File: config.mk
export PLATFORM = sky130hd
export DESIGN_NAME = uart_tx_arbiter
export DESIGN_NICKNAME = d
export VERILOG_FILES = /design/src/rtl/uart_tx_arbiter.sv
export SDC_FILE = /design/constraint.sdc
export NUM_CORES = 1
export LEC_CHECK = 0
export ABC_AREA = 1
export CORE_MARGIN = 1
export CORE_UTILIZATION = 50
export DETAILED_ROUTE_END_ITERATION = 16
export PLACE_DENSITY = 0.86
export RECOVER_POWER = 25
export SYNTH_ARGS = -nofsm -noshare
export SYNTH_HDL_FRONTEND = slang
export SYNTH_SLANG_ARGS = --single-unit
File: constraint.sdc
create_clock -name clk -period 3.2 [get_ports clk]
set_clock_uncertainty 0.1 [all_clocks]
set_input_delay 0.48 -clock clk [delete_from_list [all_inputs] [get_ports clk]]
set_output_delay 0.48 -clock clk [all_outputs]
set_load 0.1 [all_outputs]
File: src/rtl/uart_tx_arbiter.sv
// uart_tx_arbiter: round-robin, packet-locking arbiter sharing one uart_tx among cli_* valid/ready producers (tx_data/tx_start/tx_busy to uart_tx; grant/locked/ack_err status)
module uart_tx_arbiter #(
  parameter int NUM_CLIENTS = 4,
  parameter int DATA_BITS   = 8,
  parameter int ACK_TIMEOUT = 16
) (
  input  logic                             clk,
  input  logic                             reset,
  input  logic [NUM_CLIENTS-1:0]           cli_valid,
  input  logic [NUM_CLIENTS*DATA_BITS-1:0] cli_data,
  input  logic [NUM_CLIENTS-1:0]           cli_last,
  output logic [NUM_CLIENTS-1:0]           cli_ready,
  output logic [DATA_BITS-1:0]             tx_data,
  output logic                             tx_start,
  input  logic                             tx_busy,
  output logic [NUM_CLIENTS-1:0]           grant,
  output logic                             locked,
  output logic                             ack_err
);
  localparam int PW = $clog2(NUM_CLIENTS);
  localparam int CW = $clog2(ACK_TIMEOUT);
  typedef enum logic [1:0] {IDLE, LAUNCH, WAIT_BUSY, WAIT_DONE} state_t;
  state_t state_q, state_d;
  logic [PW-1:0] ptr_q, ptr_d, own_q, own_d, pick, idx, nxt;
  logic [PW:0] sum;
  logic [CW-1:0] cnt_q, cnt_d;
  logic [DATA_BITS-1:0] tx_data_q, tx_data_d;
  logic [NUM_CLIENTS-1:0] grant_q, grant_d;
  logic tx_start_q, tx_start_d, locked_q, locked_d, last_q, last_d, found, accept, timeout;
  always_comb begin
    found = locked_q & cli_valid[own_q];
    pick = own_q;
    sum = '0;
    idx = '0;
    for (int k = NUM_CLIENTS - 1; k >= 0; k--) begin
      sum = {1'b0, ptr_q} + (PW+1)'(k);
      idx = (sum >= (PW+1)'(NUM_CLIENTS)) ? PW'(sum - (PW+1)'(NUM_CLIENTS)) : sum[PW-1:0];
      if (!locked_q && cli_valid[idx]) begin
        found = 1'b1;
        pick = idx;
      end
    end
  end
  assign accept = reset && state_q == IDLE && found;
  assign cli_ready = accept ? (NUM_CLIENTS'(1) << pick) : '0;
  assign nxt = (own_q == PW'(NUM_CLIENTS - 1)) ? '0 : own_q + PW'(1);
  assign timeout = state_q == WAIT_BUSY && !tx_busy && cnt_q == CW'(ACK_TIMEOUT - 1);
  always_comb begin
    state_d = state_q;
    ptr_d = ptr_q;
    own_d = own_q;
    cnt_d = cnt_q;
    tx_data_d = tx_data_q;
    grant_d = grant_q;
    tx_start_d = 1'b0;
    locked_d = locked_q;
    last_d = last_q;
    case (state_q)
      IDLE: if (accept) begin
        state_d = LAUNCH;
        tx_data_d = cli_data[int'(pick)*DATA_BITS +: DATA_BITS];
        grant_d = cli_ready;
        own_d = pick;
        last_d = cli_last[pick];
        tx_start_d = 1'b1;
      end
      LAUNCH: begin
        cnt_d = '0;
        state_d = WAIT_BUSY;
      end
      WAIT_BUSY: if (tx_busy) state_d = WAIT_DONE;
      else if (timeout) begin
        state_d = IDLE;
        locked_d = 1'b0;
        grant_d = '0;
        ptr_d = nxt;
      end
      else cnt_d = cnt_q + CW'(1);
      WAIT_DONE: if (!tx_busy) begin
        state_d = IDLE;
        locked_d = !last_q;
        grant_d = last_q ? '0 : grant_q;
        ptr_d = last_q ? nxt : ptr_q;
      end
      default: state_d = IDLE;
    endcase
  end
  always_ff @(posedge clk or negedge reset)
    if (!reset) begin
      state_q <= IDLE;
      ptr_q <= '0;
      own_q <= '0;
      cnt_q <= '0;
      tx_data_q <= '0;
      grant_q <= '0;
      tx_start_q <= 1'b0;
      locked_q <= 1'b0;
      last_q <= 1'b0;
    end else begin
      state_q <= state_d;
      ptr_q <= ptr_d;
      own_q <= own_d;
      cnt_q <= cnt_d;
      tx_data_q <= tx_data_d;
      grant_q <= grant_d;
      tx_start_q <= tx_start_d;
      locked_q <= locked_d;
      last_q <= last_d;
    end
  assign tx_data = tx_data_q;
  assign tx_start = tx_start_q;
  assign grant = grant_q;
  assign locked = locked_q;
  assign ack_err = timeout;
endmodule

; ---- Word-level counts from Yosys, hierarchy flattened
; Index checks and enable logic that the tools add are counted.
[classes]
n_shift = 2
n_lt_le_gt_ge = 10
multipliers = 0
n_eq_ne = 12
add_sub_neg = 9
bitwise_logic = 1
muxes = 51
div = 0
n_reduce_logical = 21
[ops]
columns = operator, n
row1 = two-way mux 2 bit, 17
row2 = two-way mux 4 bit, 8
row3 = variable part select 32 x 6 -> 8 bit, 1
row4 = "< comparator 2 x 3 -> 1 bit, second input constant", 6
row5 = two-way mux 1 bit, 15
row6 = binary-select mux 1 bit (select 2 bit), 6
row7 = "!= test 2 bit, second input constant", 6
row8 = one-hot mux 4 bit (3 select lines), 1
row9 = ">= comparator 3 bit, second input constant", 3
row10 = logical AND 1 bit, 8
row11 = one-hot mux 2 bit (4 select lines), 1
row12 = one-hot mux 4 bit (2 select lines), 1
row13 = "subtractor 2 x 1 -> 2 bit, second input constant", 4
row14 = "adder 2 x 2 -> 3 bit, second input constant", 2
row15 = "equality test 2 bit, second input constant", 3
row16 = AND reduction 3 bit, 2
row17 = AND reduction 6 bit, 1
row18 = AND reduction 5 bit, 1
row19 = "adder 4 x 1 -> 4 bit, second input constant", 1
row20 = "equality test 4 bit, second input constant", 1
row21 = one-hot mux 2 bit (2 select lines), 1
row22 = AND reduction 4 bit, 1
row23 = nonzero test 2 bit, 2
row24 = "<< shifter 1 x 2 -> 4 bit, first input constant", 1
row25 = 11 further kinds, 13
[word_totals]
rom_bits = 0
ramBits = 0
out_inout_bits = 19
word_cells = 115
ff_bits = 25
memories = 0
latchBits = 0

; ---- Longest topological paths before layout
; Gate-level depths: netlist (run 1).
[depth]
word_depth = 14
depth_mapped = 18
mapped_depth_nobuf = 16

; ---- Least setup slack after synthesis (run 1)
; No wires, ideal clock.
[synth_path]
kind = reg2out
start = register locked_q, in the netlist locked
end = output port cli_ready[3]
slack_ns = -0.634
arrival_time_ns = 3.254
path_stages_with_launch = 12
cell_sequence = dfrtp_1 > inv_1 > nand2_1 > nor2_2 > nand2_1 > nand2_2 > inv_2 > nand2_4 > nand2_4 > buf_6 > inv_1 > nor2_1
[synth_via]
elab_chain_cells = 8
elab_cells_between_ends = 17
cone_classes = shift (1) / mux (9) / bitwise (1) / reduce/logical (6)
[synth_lines]
columns = element, line_no
row1 = from (decl), 29  ; logic tx_start_q, tx_start_d, locked_q, locked_d, last_q, last_d, found, accept, timeout;
row2 = from (signal assigned), 107  ; locked_q <= locked_d;
row3 = logical NOT 1 bit, 38  ; if (!locked_q && cli_valid[idx]) begin
row4 = logical AND 1 bit, 38
row5 = two-way mux 2 bit or two-way mux 1 bit (tied branches) (4 in series), 38
row6 = << shifter 1 x 2 -> 4 bit or logical AND 1 bit (tied branches), "45, 44"
row7 = two-way mux 4 bit (*), 45  ; assign cli_ready = accept ? (NUM_CLIENTS'(1) << pick) : '0;
row8 = to (decl), 12  ; output logic [NUM_CLIENTS-1:0] cli_ready,
; Mark *: on every way between the ends. The rest lies on a longest branch, timed or not.

; ---- Final worst setup path (run 1)
[layout_path]
start = input port cli_valid[2]
end = output port cli_ready[3]
[layout_via]
elab_chain_cells = 9
elab_cells_between_ends = 26
cone_classes = shift (1) / mux (19) / bitwise (1) / reduce/logical (5)
[layout_lines]
columns = element, line_no
row1 = from (decl), 9  ; input logic [NUM_CLIENTS-1:0] cli_valid,
row2 = binary-select mux 1 bit (select 2 bit) (on tied branches), "38, 31"
row3 = two-way mux 1 bit (on tied branches), "38, 31"
row4 = logical AND 1 bit or AND 1 bit (tied branches), "38, 31"
row5 = two-way mux 2 bit or two-way mux 1 bit (tied branches) (4 in series), 38
row6 = << shifter 1 x 2 -> 4 bit or logical AND 1 bit (tied branches), "45, 44"
row7 = two-way mux 4 bit (*), 45
; Mark *: on every way between the ends. The rest lies on a longest branch, timed or not. The select of a mux whose other input is x is not followed.

==> results of run 1 <==
## per-layer routing
metal,global-route usage,part of all wire,vias up
met5,0,0,-
met4,0.0552,0.0083,0
met3,0.0493,0.054,4
met2,0.439,0.50,57
met1,0.297,0.44,855
li1,-,-,1024
## worst register-to-register path: stages (launching register included)
cell	delay, ps
dfrtp_1	580
inv_6	90
nand2_1	80
nand2_1	70
nand2_1	80
nand3_2	100
nand2_1	110
nand2_1	70
nand2_2	70
nand2_4	50
nand2_4	80
buf_4	260
nand2_1	80
nand2_1	60
nand2_1	50
nand2_1	70
nand2_1	60
nand2_1	60
## cells by family (layout without fill, tap and decap cells)
| group | count (synthesis) | count (layout) | share of synthesized area |
|---|---|---|---|
| simple gates | 206 | 206 | 0.486 |
| buf+inv | 33 | 96 | 0.0986 |
| flops | 25 | 25 | 0.338 |
| compound gates | 20 | 20 | 0.0642 |
| fa+ha+maj | 2 | 2 | 0.0135 |
## sequential cells by signal (all words and copies together), names as in the netlist
name      count
state_q       2
locked        1
cnt_q         4
ptr_q         2
own_q         2
tx_start      1
tx_data       8
last_q        1
grant         4
## layout make-up
class	instances	area, sq um
multi-input cells	228	1050
fillers	295	898
repair buffers	68	662
flip-flops and latches	25	627
inverters	24	95.1
well taps	46	57.6
clock buffers	3	41.3
clock inverters	1	7.51
## through the flow
step           utilization  hold WS, ps  std cells  cell area [sq um]
4_1_cts              0.740          388        395               2550
3_5_place_dp         0.726          367        391               2500
2_1_floorplan            -         84.4        286               1860
3_3_place_gp         0.726          361        391               2500
5_1_grt              0.739          407        395               2540
6_report             0.739          388        395               2540
## layout by cell type (no fill, tap or decap), drive strengths merged
cell type	n
a22o	1
o22ai	1
ha	2
clkinvlp	1
dfrtp	25
nand4	2
o21ai	10
a21oi	4
o21a	1
nand3	29
nand2	149
clkbuf	4
inv	24
clkdlybuf4s50	41
dlygate4sd3	1
buf	25
nor3	4
nor2	22
o211ai	3
## Yosys cell counts
cell / n
a21oi_1: 4
a22o_1: 1
buf_12: 1
buf_4: 4
buf_6: 3
clkbuf_1: 1
dfrtp_1: 25
ha_1: 2
inv_1: 20
inv_2: 3
inv_6: 1
nand2_1: 126
nand2_2: 21
nand2_4: 2
nand3_1: 27
nand3_2: 2
nand4_1: 2
nor2_1: 21
nor2_2: 1
nor3_1: 4
o211ai_1: 3
o21a_1: 1
o21ai_0: 9
o21ai_2: 1
o22ai_1: 1
## worst paths after layout
check	start	end	slack, ps
worst max-delay path	cli_valid[2]	cli_ready[3]	260
worst min-delay path	tx_data[2]$_DFFE_PN0P_	tx_data[2]$_DFFE_PN0P_	390
worst max register to register	ptr_q[0]$_DFFE_PN0P_	tx_data[4]$_DFFE_PN0P_	1020
worst min register to register	tx_data[2]$_DFFE_PN0P_	tx_data[2]$_DFFE_PN0P_	390
max in group asynchronous	reset	locked$_DFFE_PN0P_	1150
min in group asynchronous	reset	own_q[0]$_DFFE_PN0P_	990
==> results.md, run 1 <==
Yosys:
- The netlist uses 25 different library cells.
- The cell type with the largest total area after synthesis is dfrtp_1.
- The share of Yosys cell area claimed by the top area cell type is 0.338.
- When the netlist entered floorplanning its net count stood at 331.
- For this run, the number of Yosys warnings is 0.
- Averaged over all synthesized cells, the footprint is 6.47 sq um.
- In this run the cell area of the synthesized design comes to 0.00185 sq mm.
- In the synthesized netlist, the number of instances is 286.
- The share of the Yosys chip area taken by registers is 0.338.
- The count of state elements after synthesis is 25.
- Ranked by total cell area, the synthesized netlist is headed by dfrtp_1 (34%), nand2_1 (26%), nand3_1 (7.3%).

Status:
- The run finished with clean final reports.

Critical path:
- The largest fanout on the critical path is 5.
- Measured in cells, the most critical reg-to-reg path has a length of 17.
- The signal on the critical path passes through clkdlybuf4s50_1 -> inv_1 -> nand2_1 -> nand2_1 -> nand2_2 -> nand3_2 -> nand2_1 -> nor2_1 -> nand2_1 -> nand3_1 -> inv_1 -> nand2_1 -> nor2_2 -> buf_12.
- Data on the critical path is required at its endpoint by 2620 ps.
- The startpoint kind of the worst setup timing path is an input pin.
- The number of gates on the worst path with buffers counted is 14.
- The setup path with the least slack is of type in -> out.
- The kind of cell adding the most delay to the critical path is simple AND/OR/NAND/NOR gates.
- The number of buffer and inverter instances along the worst setup path is 4.
- The critical-path cell with the highest stage delay is clkdlybuf4s50_1.
- The largest incremental delay on the critical path is 510 ps.
- The cell that appears most often on the critical path is nand2_1.
- STA classifies the critical path endpoint as an output port.
- The data arrival time of the critical path is 2360 ps.

Timing:
- The total negative slack is 0 ps.
- The minimum period implied by the final worst setup slack is 2940 ps.
- The final critical-path share of the clock period is 0.917.
- In this run the tightest slew margin relative to its limit is 0.122.
- At the pin with the least slew margin, the transition time is 1320 ps.
- The total count of max-transition violations in the final report came to 0.
- The number of failing setup endpoints in the final timing report is 0.
- After layout, the worst setup slack is 264 ps.
- The count of final hold-check violations is 0.
- For this run, the top clock speed supported by timing is 0.341 GHz.
- Setup repair after global routing left no endpoint under its margin.

Floorplanning:
- The area of the core is 0.00344 sq mm.
- For this configuration, the core starts out at a cell density of 0.538.
- From left edge to right edge, the die measures 62.9 um.
- The die covers 0.00395 sq mm.
- The die height is 62.9 um.
- The placement row count is 21.
- During I/O placement, the number of pins put on the boundary was 62.

Detailed routing:
- The wire length per cell after detailed routing is 11.0 um.
- Using the TritonRoute via totals, the vias-per-cell ratio works out to 4.91.
- Summed over all layers, the routed wires come to 4.36 mm.
- The count of nets left with antenna violations after detail routing is 0.
- In this run, the number of DRC markers left after iteration 0 of detailed routing was 130.
- The first TritonRoute pass finished after 4 iterations.
- The post-route DRC violation count is 0.
- The count of vias placed by the detailed router is 1940.

Global route:
- The number of global-route vias before repair was 1898.
- Entering global routing, the biggest net connects 27 pins.
- The first global-routing pass estimated 7.82 mm of wire.
- The number of antenna violations at the first check in global routing is 0.
- The total routing resource utilization after global routing is 0.244.
- The global route total overflow is 0.

Clocking:
- The number of hold buffers added after cts is 0.
- The clock passes through at most 2 buffers.
- The tree built by TritonCTS fans out to 25 sinks.
- The number of gates resized after CTS was 0.
- The CTS H-tree depth is 1.
- CTS placed an instance of clkbuf_8 at the clock tree root.
- The TritonCTS clock tree is done.
- The total setup buffers inserted after CTS is 0.
- The clock-pin slew on the worst setup and hold paths is 80 ps.
- Clock latency on the worst-skew pair, taken at its later pin, is 270 ps.
- The number of buffers created by CTS is 3.

Hold path:
- The worst hold path belongs to the class reg -> reg.
- The worst hold path was traced through 2 stages.

Placement:
- Prior to clock tree synthesis, the placed netlist has a worst setup slack of 282 ps.
- The count of buffers added on input and output ports is 61.
- The final estimated routing congestion in global placement is 0.908.
- Once detailed placement completed, the half-perimeter wirelength came to 3.43 mm.

Layout:
- The area growth from synthesis to layout is 37.4%.
- The layout net count is 395.
- The number of antenna diodes in the final layout is 0.
- Of the cells placed in the final design, the portion with a size suffix greater than 1 is 0.183.

Run:
- The number of violations of the max-capacitance limit is 0.
Power of run 1 is left out: the tool's default activity adds up to more than one toggle a clock period on the data nets, which glitch-free logic cannot reach.
==> inputs of run 2 (changes only) <==
--- a/config.mk
+++ b/config.mk
@@ -6,9 +6,9 @@
 export NUM_CORES = 1
 export LEC_CHECK = 0
 export ABC_AREA = 1
-export CORE_MARGIN = 1
 export CORE_UTILIZATION = 50
 export DETAILED_ROUTE_END_ITERATION = 16
+export MAX_ROUTING_LAYER = met4
 export PLACE_DENSITY = 0.86
 export RECOVER_POWER = 25
 export SYNTH_ARGS = -nofsm -noshare
==> results.md, run 2 (same netlist as run 1, synthesis figures left out) <==
Floorplanning:
- The initial cell density of the core is 0.538 (unchanged).
- The die width is 62.9 um (unchanged).
- The area of the core is 0.00344 sq mm (unchanged).
- The top-level port count is 62 (unchanged).
- The overall die area is 0.00395 sq mm (unchanged).
- The die height is 62.9 um (unchanged).
- The placement row count is 21 (unchanged).

Layout:
- The post-layout instance area came to 0.00254 sq mm (about the same).
- Leaving out fill and tap cells, the most frequent cells in the layout are nand2_1 (126), clkdlybuf4s50_1 (41), nand3_1 (27), dfrtp_1 (24).
- The number of flip-flops under the largest register name is 8 (unchanged).
- The leading cell type in the layout, fill and taps excluded is nand2_1.
- The filler cell count is 285 (-3.4%).
- The layout net count is 395 (unchanged).
- The number of diodes added for antenna fixing came to 0 (unchanged).
- The fraction of final layout cells sized beyond drive strength 1 is 0.183 (unchanged).
- The area growth from synthesis to layout is 37.2% (about the same).

Detailed routing:
- The length of the first detailed-routing pass in iterations is 5 (+1).
- The count of vias placed by the detailed router is 1984 (+2.3%).
- The count of nets left with antenna violations after detail routing was 0 (unchanged).
- The post-route DRC violation count is 0 (unchanged).
- The number of vias per cell came to 5.02 (+2.3%).
- The wire length per cell after detailed routing is 11.2 um (+1.5%).
- The overall routed net length was 4.43 mm (+1.5%).
- The detailed router's first-iteration violation count is 105 (-19%).

Status:
- The flow ran to the end, and the final reports show no timing, DRC or antenna violations.

Clocking:
- The clock-pin slew on the worst setup and hold paths came to 90 ps (about the same).
- The number of cells upsized or downsized after cts is 0 (unchanged).
- The number of hold buffers added after cts is 0 (unchanged).
- The total number of clock tree sinks was 25 (unchanged).
- The maximum root-to-sink buffer count is 2 (unchanged).
- The total setup buffers inserted after CTS came to 0 (unchanged).
- The number of buffers created by CTS came to 3 (unchanged).
- The CTS H-tree depth is 1 (unchanged).
- The worst-skew pair later-pin latency was 270 ps (about the same).
- CTS placed an instance of clkbuf_8 at the clock tree root.
- TritonCTS built the clock tree.

Global route:
- The global route total overflow is 0 (unchanged).
- The number of global-route vias before repair came to 1911 (+0.68%).
- The total routing resource utilization after global routing is 0.251 (+0.00705).
- The global-route wire length before repair is 7.87 mm (+0.61%).
- The maximum number of pins on one net before global-route repair is 27 (unchanged).
- The number of antenna violations at the first check in global routing is 0 (unchanged).

Timing:
- The final critical-path share of the clock period is 0.938 (+0.0203).
- The headroom to the max-slew limit was 0.122 (+0.000316).
- The total count of max-transition violations in the final report is 0 (unchanged).
- The transition time at the pin with the least slew margin is 1320 ps (-0.473 ps).
- The count of final hold-check violations is 0 (unchanged).
- The total negative slack is 0 ps (unchanged).
- Setup repair after global routing left no endpoint under its margin.
- The minimum period implied by the final worst setup slack came to 3000 ps (+64.8 ps).
- The maximum clock rate came to 0.333 GHz (-2.2%).
- The number of failing setup endpoints in the final timing report is 0 (unchanged).

Critical path:
- The largest fanout on the critical path was 5 (unchanged).
- The critical path is of the in -> out type.
- The critical path capture point type is an output port.
- The worst setup path is launched from an input pin.
- The data arrival time of the critical path is 2420 ps (+60 ps).
- The data required time at the worst endpoint is 2620 ps (about the same).

Run:
- The number of violations of the max-capacitance limit came to 0 (unchanged).

Placement:
- The cell area after placement is 0.00250 sq mm (unchanged).
- The number of input and output port buffers inserted is 61 (unchanged).
- The final estimated routing congestion in global placement is 0.895 (-1.5%).
- The HPWL reported at the end of detailed placement came to 3.49 mm (+1.8%).

Hold path:
- The tightest min-delay check is of the reg -> reg type.
==> run 2: area by class of cell <==
| type | instances | area (sq um) | share of cell area |
|---|---|---|---|
| multi-input combinational | 228 | 1050 | 0.415 |
| timing repair buffer | 68 | 662 | 0.260 |
| sequential | 25 | 627 | 0.247 |
| inverter | 24 | 95.1 | 0.0374 |
| tap | 46 | 57.6 | 0.0226 |
| clock buffer | 3 | 41.3 | 0.0162 |
| clock inverter | 1 | 5.00 | 0.00197 |
==> run 2: stage by stage <==
| step | util | cells | hold WS (ps) | setup slack (ps) |
|---|---|---|---|---|
| after global routing | 0.738 | 395 | 414 | 16.9 |
| final | 0.738 | 395 | 389 | 200 |
| after CTS | 0.739 | 395 | 391 | 230 |
| after global placement | 0.726 | 391 | 360 | 278 |
| after floorplan | - | 286 | 84.4 | 163 |
| after detailed placement | 0.726 | 391 | 371 | 249 |
==> run 2: final timing paths <==
check,start,to,slack (ps),cells past startpoint
setup / recovery,cli_valid[2],cli_ready[2],200,14
hold / removal,grant[0]$_DFFE_PN0P_,grant[0]$_DFFE_PN0P_,390,2
setup reg to reg,ptr_q[0]$_DFFE_PN0P_,tx_data[4]$_DFFE_PN0P_,1010,17
hold reg to reg,grant[0]$_DFFE_PN0P_,grant[0]$_DFFE_PN0P_,390,2
max in group asynchronous,reset,locked$_DFFE_PN0P_,1160,2
min in group asynchronous,reset,ptr_q[0]$_DFFE_PN0P_,980,2
==> run 2: worst max-delay path, stage by stage <==
cell,delay (ps)
clkdlybuf4s50_1,520
inv_1,50
nand2_1,70
nand2_1,90
nand2_2,80
nand3_2,90
nand2_1,120
nor2_1,60
nand2_1,70
nand3_1,90
inv_1,150
nand2_1,150
nor2_2,180
buf_12,190
==> run 2: layer usage <==
layer / global-route usage / wire [um] / share of wire
met1: 0.296 / 1960 / 0.44
met2: 0.438 / 2160 / 0.49
met3: 0.0474 / 235 / 0.053
met4: 0.0640 / 70 / 0.016
met5: - / 0 / 0
Power of run 2 is left out for the same reason.
==> inputs of run 3 (changes only) <==
--- a/config.mk
+++ b/config.mk
@@ -11,6 +11,7 @@
 export MAX_ROUTING_LAYER = met4
 export PLACE_DENSITY = 0.86
 export RECOVER_POWER = 25
+export SKIP_LAST_GASP = 1
 export SYNTH_ARGS = -nofsm -noshare
 export SYNTH_HDL_FRONTEND = slang
 export SYNTH_SLANG_ARGS = --single-unit
==> results of run 3 <==
The final DEF is identical to that of run 2; final timing and power are the same.
Power of run 3 is left out for the same reason.
==> edit (settings of run 2) <==
The 4 states of `state_t` get a one-hot encoding in 4 bits.
--- a/src/rtl/uart_tx_arbiter.sv
+++ b/src/rtl/uart_tx_arbiter.sv
@@ -19,7 +19,7 @@
 );
   localparam int PW = $clog2(NUM_CLIENTS);
   localparam int CW = $clog2(ACK_TIMEOUT);
-  typedef enum logic [1:0] {IDLE, LAUNCH, WAIT_BUSY, WAIT_DONE} state_t;
+  typedef enum logic [3:0] {IDLE = 4'b0001, LAUNCH = 4'b0010, WAIT_BUSY = 4'b0100, WAIT_DONE = 4'b1000} state_t;
   state_t state_q, state_d;
   logic [PW-1:0] ptr_q, ptr_d, own_q, own_d, pick, idx, nxt;
   logic [PW:0] sum;
Behaviour: same outputs for any inputs over 10 cycles, from zero or initial values and one cycle with reset low; not proved beyond that.
==> edit against run 2 <==
- die area increased by 8.0%
- sequential cell count grew 2
- first-iteration DRC count up 46%
- fmax shrank 2.3%
- design area increased by 7.8%
- critical path depth shrank 2
- routed wire length is 15% higher
- area after synthesis is 8.3% higher
- register-to-register slack worse by 0.17 ns
- hold slack got worse by 0.0026 ns
- setup slack worse by 0.071 ns
==> edit: results (changes against run 2) <==
Yosys
  • Synth Instances: 305 (+6.6%)
  • Ys flop type: dfrtp_1
  • Async SR Flop Fraction: 100% (unchanged)
  • Commonest cells post-synth: nand2_1, nand3_1, inv_1
  • Post-synthesis net count: 350 (+5.7%)
  • Dominant cells by area after synthesis: dfrtp_1, nand2_1, nand3_1, inv_1, nand2_2
  • Yosys cell types: 30 (+20%)
  • Seq/Total Area, Yosys: 33.7% (-0.035 points)

Detailed routing
  • Met3 routed WL: 314 µm (+34%)
  • WL final: 5090 µm (+15%)
  • Iter 0 DRT Violations: 153 (+46%)
  • Wire length on met1: 2100 µm (+7.0%)
  • Vias: 2148 (+8.3%)
  • DR WL met2: 2640 µm (+22%)
  • Routed WL per cell: 12.1 µm (+8.0%)

Placed design
  • Dpl hpwl: 3930 µm (+13%)
  • Placed cell count: 413 (+5.6%)
  • GP Congestion: 0.934 (+4.4%)

Worst setup path
  • Reg-to-Reg End: grant[2]
  • Reg2Reg Setup Slack: 0.84 ns (-0.17 ns)
  • Setup crit end: cli_ready[1]
  • Reg2Reg Depth: 13 (-4)
  • Crit path from: cli_valid[3]
  • WP data arrival: 2.49 ns (+0.07 ns)
  • CP max FO: 9 (+4)

Global routing
  • GR Util met3: 4.34% (-0.40 points)
  • Global routing met1 resource utilization: 32.4% (+2.8 points)
  • Met2 Resource Use GR: 46.3% (+2.5 points)
  • Initial antenna violation count: 0 (unchanged)
  • Largest net degree at the start of global routing: 28 (+3.7%)
  • First-pass GRT wire length: 8540 µm (+8.5%)
  • GR Util All Layers: 26.4% (+1.3 points)
  • Vias in the first global route: 1953 (+2.2%)

Cells and area
  • Fill cells: 310 (+8.8%)
  • Nets: 418 (+5.8%)
  • Fraction of layout cells with a size suffix above 1: 19.6% (+1.3 points)

Power and ir drop
  • Leak Pwr: 1.53 nW

Status
  • Status: complete, no violations

Timing
  • Rel. slew slack: 8.42% (-3.8 points)

Worst hold path
  • Worst hold path startpoint: grant[0]

CTS
  • CTS max path bufs: 2 (unchanged)
[edit: cell count changes in the layout (fill, tap and decap cells not counted), moves of 3 or more]
cell / before / now
o211ai_1: 3 / 0
inv_1: 20 / 40
o21ai_0: 9 / 3
buf_4: 21 / 24
nand2_1: 126 / 113
nand3_1: 27 / 45
nor2_1: 19 / 14
inv_2: 3 / 9
a21oi_1: 4 / 7
nand2_2: 21 / 15
[edit: stage by stage]
stage	utilization (%)	hold slack, ns	area, µm²	TNS (ns)	setup WS (ns)
global route	73.2	0.408	2740	-0.0161	-0.0161
global placement	71.3	0.365	2670	0	0.185
CTS	72.6	0.387	2720	0	0.127
finish	73.2	0.386	2740	0	0.129
floorplan	-	0.0844	2010	0	0.0502
detailed placement	71.3	0.365	2670	0	0.159
[edit: area by class of cell]
class / count / share of cell area [%]
Clock inverter: 1 / 0.274
Inverter: 50 / 7.12
Sequential cell: 27 / 24.7
Clock buffer: 3 / 1.51
Tap cell: 48 / 2.19
Multi-Input combinational cell: 220 / 39.2
Timing Repair Buffer: 71 / 25.0
[edit: cells by family (layout without fill, tap and decap cells)]
| family | Yosys count | count (layout) | share of synthesized area [%] |
|---|---|---|---|
| AO/OA/AOI/OAI | 15 | 15 | 4.62 |
| adder cells (fa/ha/maj) | 2 | 2 | 1.25 |
| buffers and inverters | 58 | 125 | 13.1 |
| flip-flops | 27 | 27 | 33.7 |
| AND/OR/NAND/NOR | 203 | 203 | 47.3 |
[edit: critical path, delay by kind of cell]
family | cells | cell delay, ns
simple gates | 6 | 0.69
compound gates | 1 | 0.22
buf+inv | 5 | 1.10
[edit: what timing repair did]
action / 4_1_cts / 5_1_grt
buffers inserted: 0 / 3
gates resized for setup: 0 / 2
setup endpoints to repair: 0 / 4
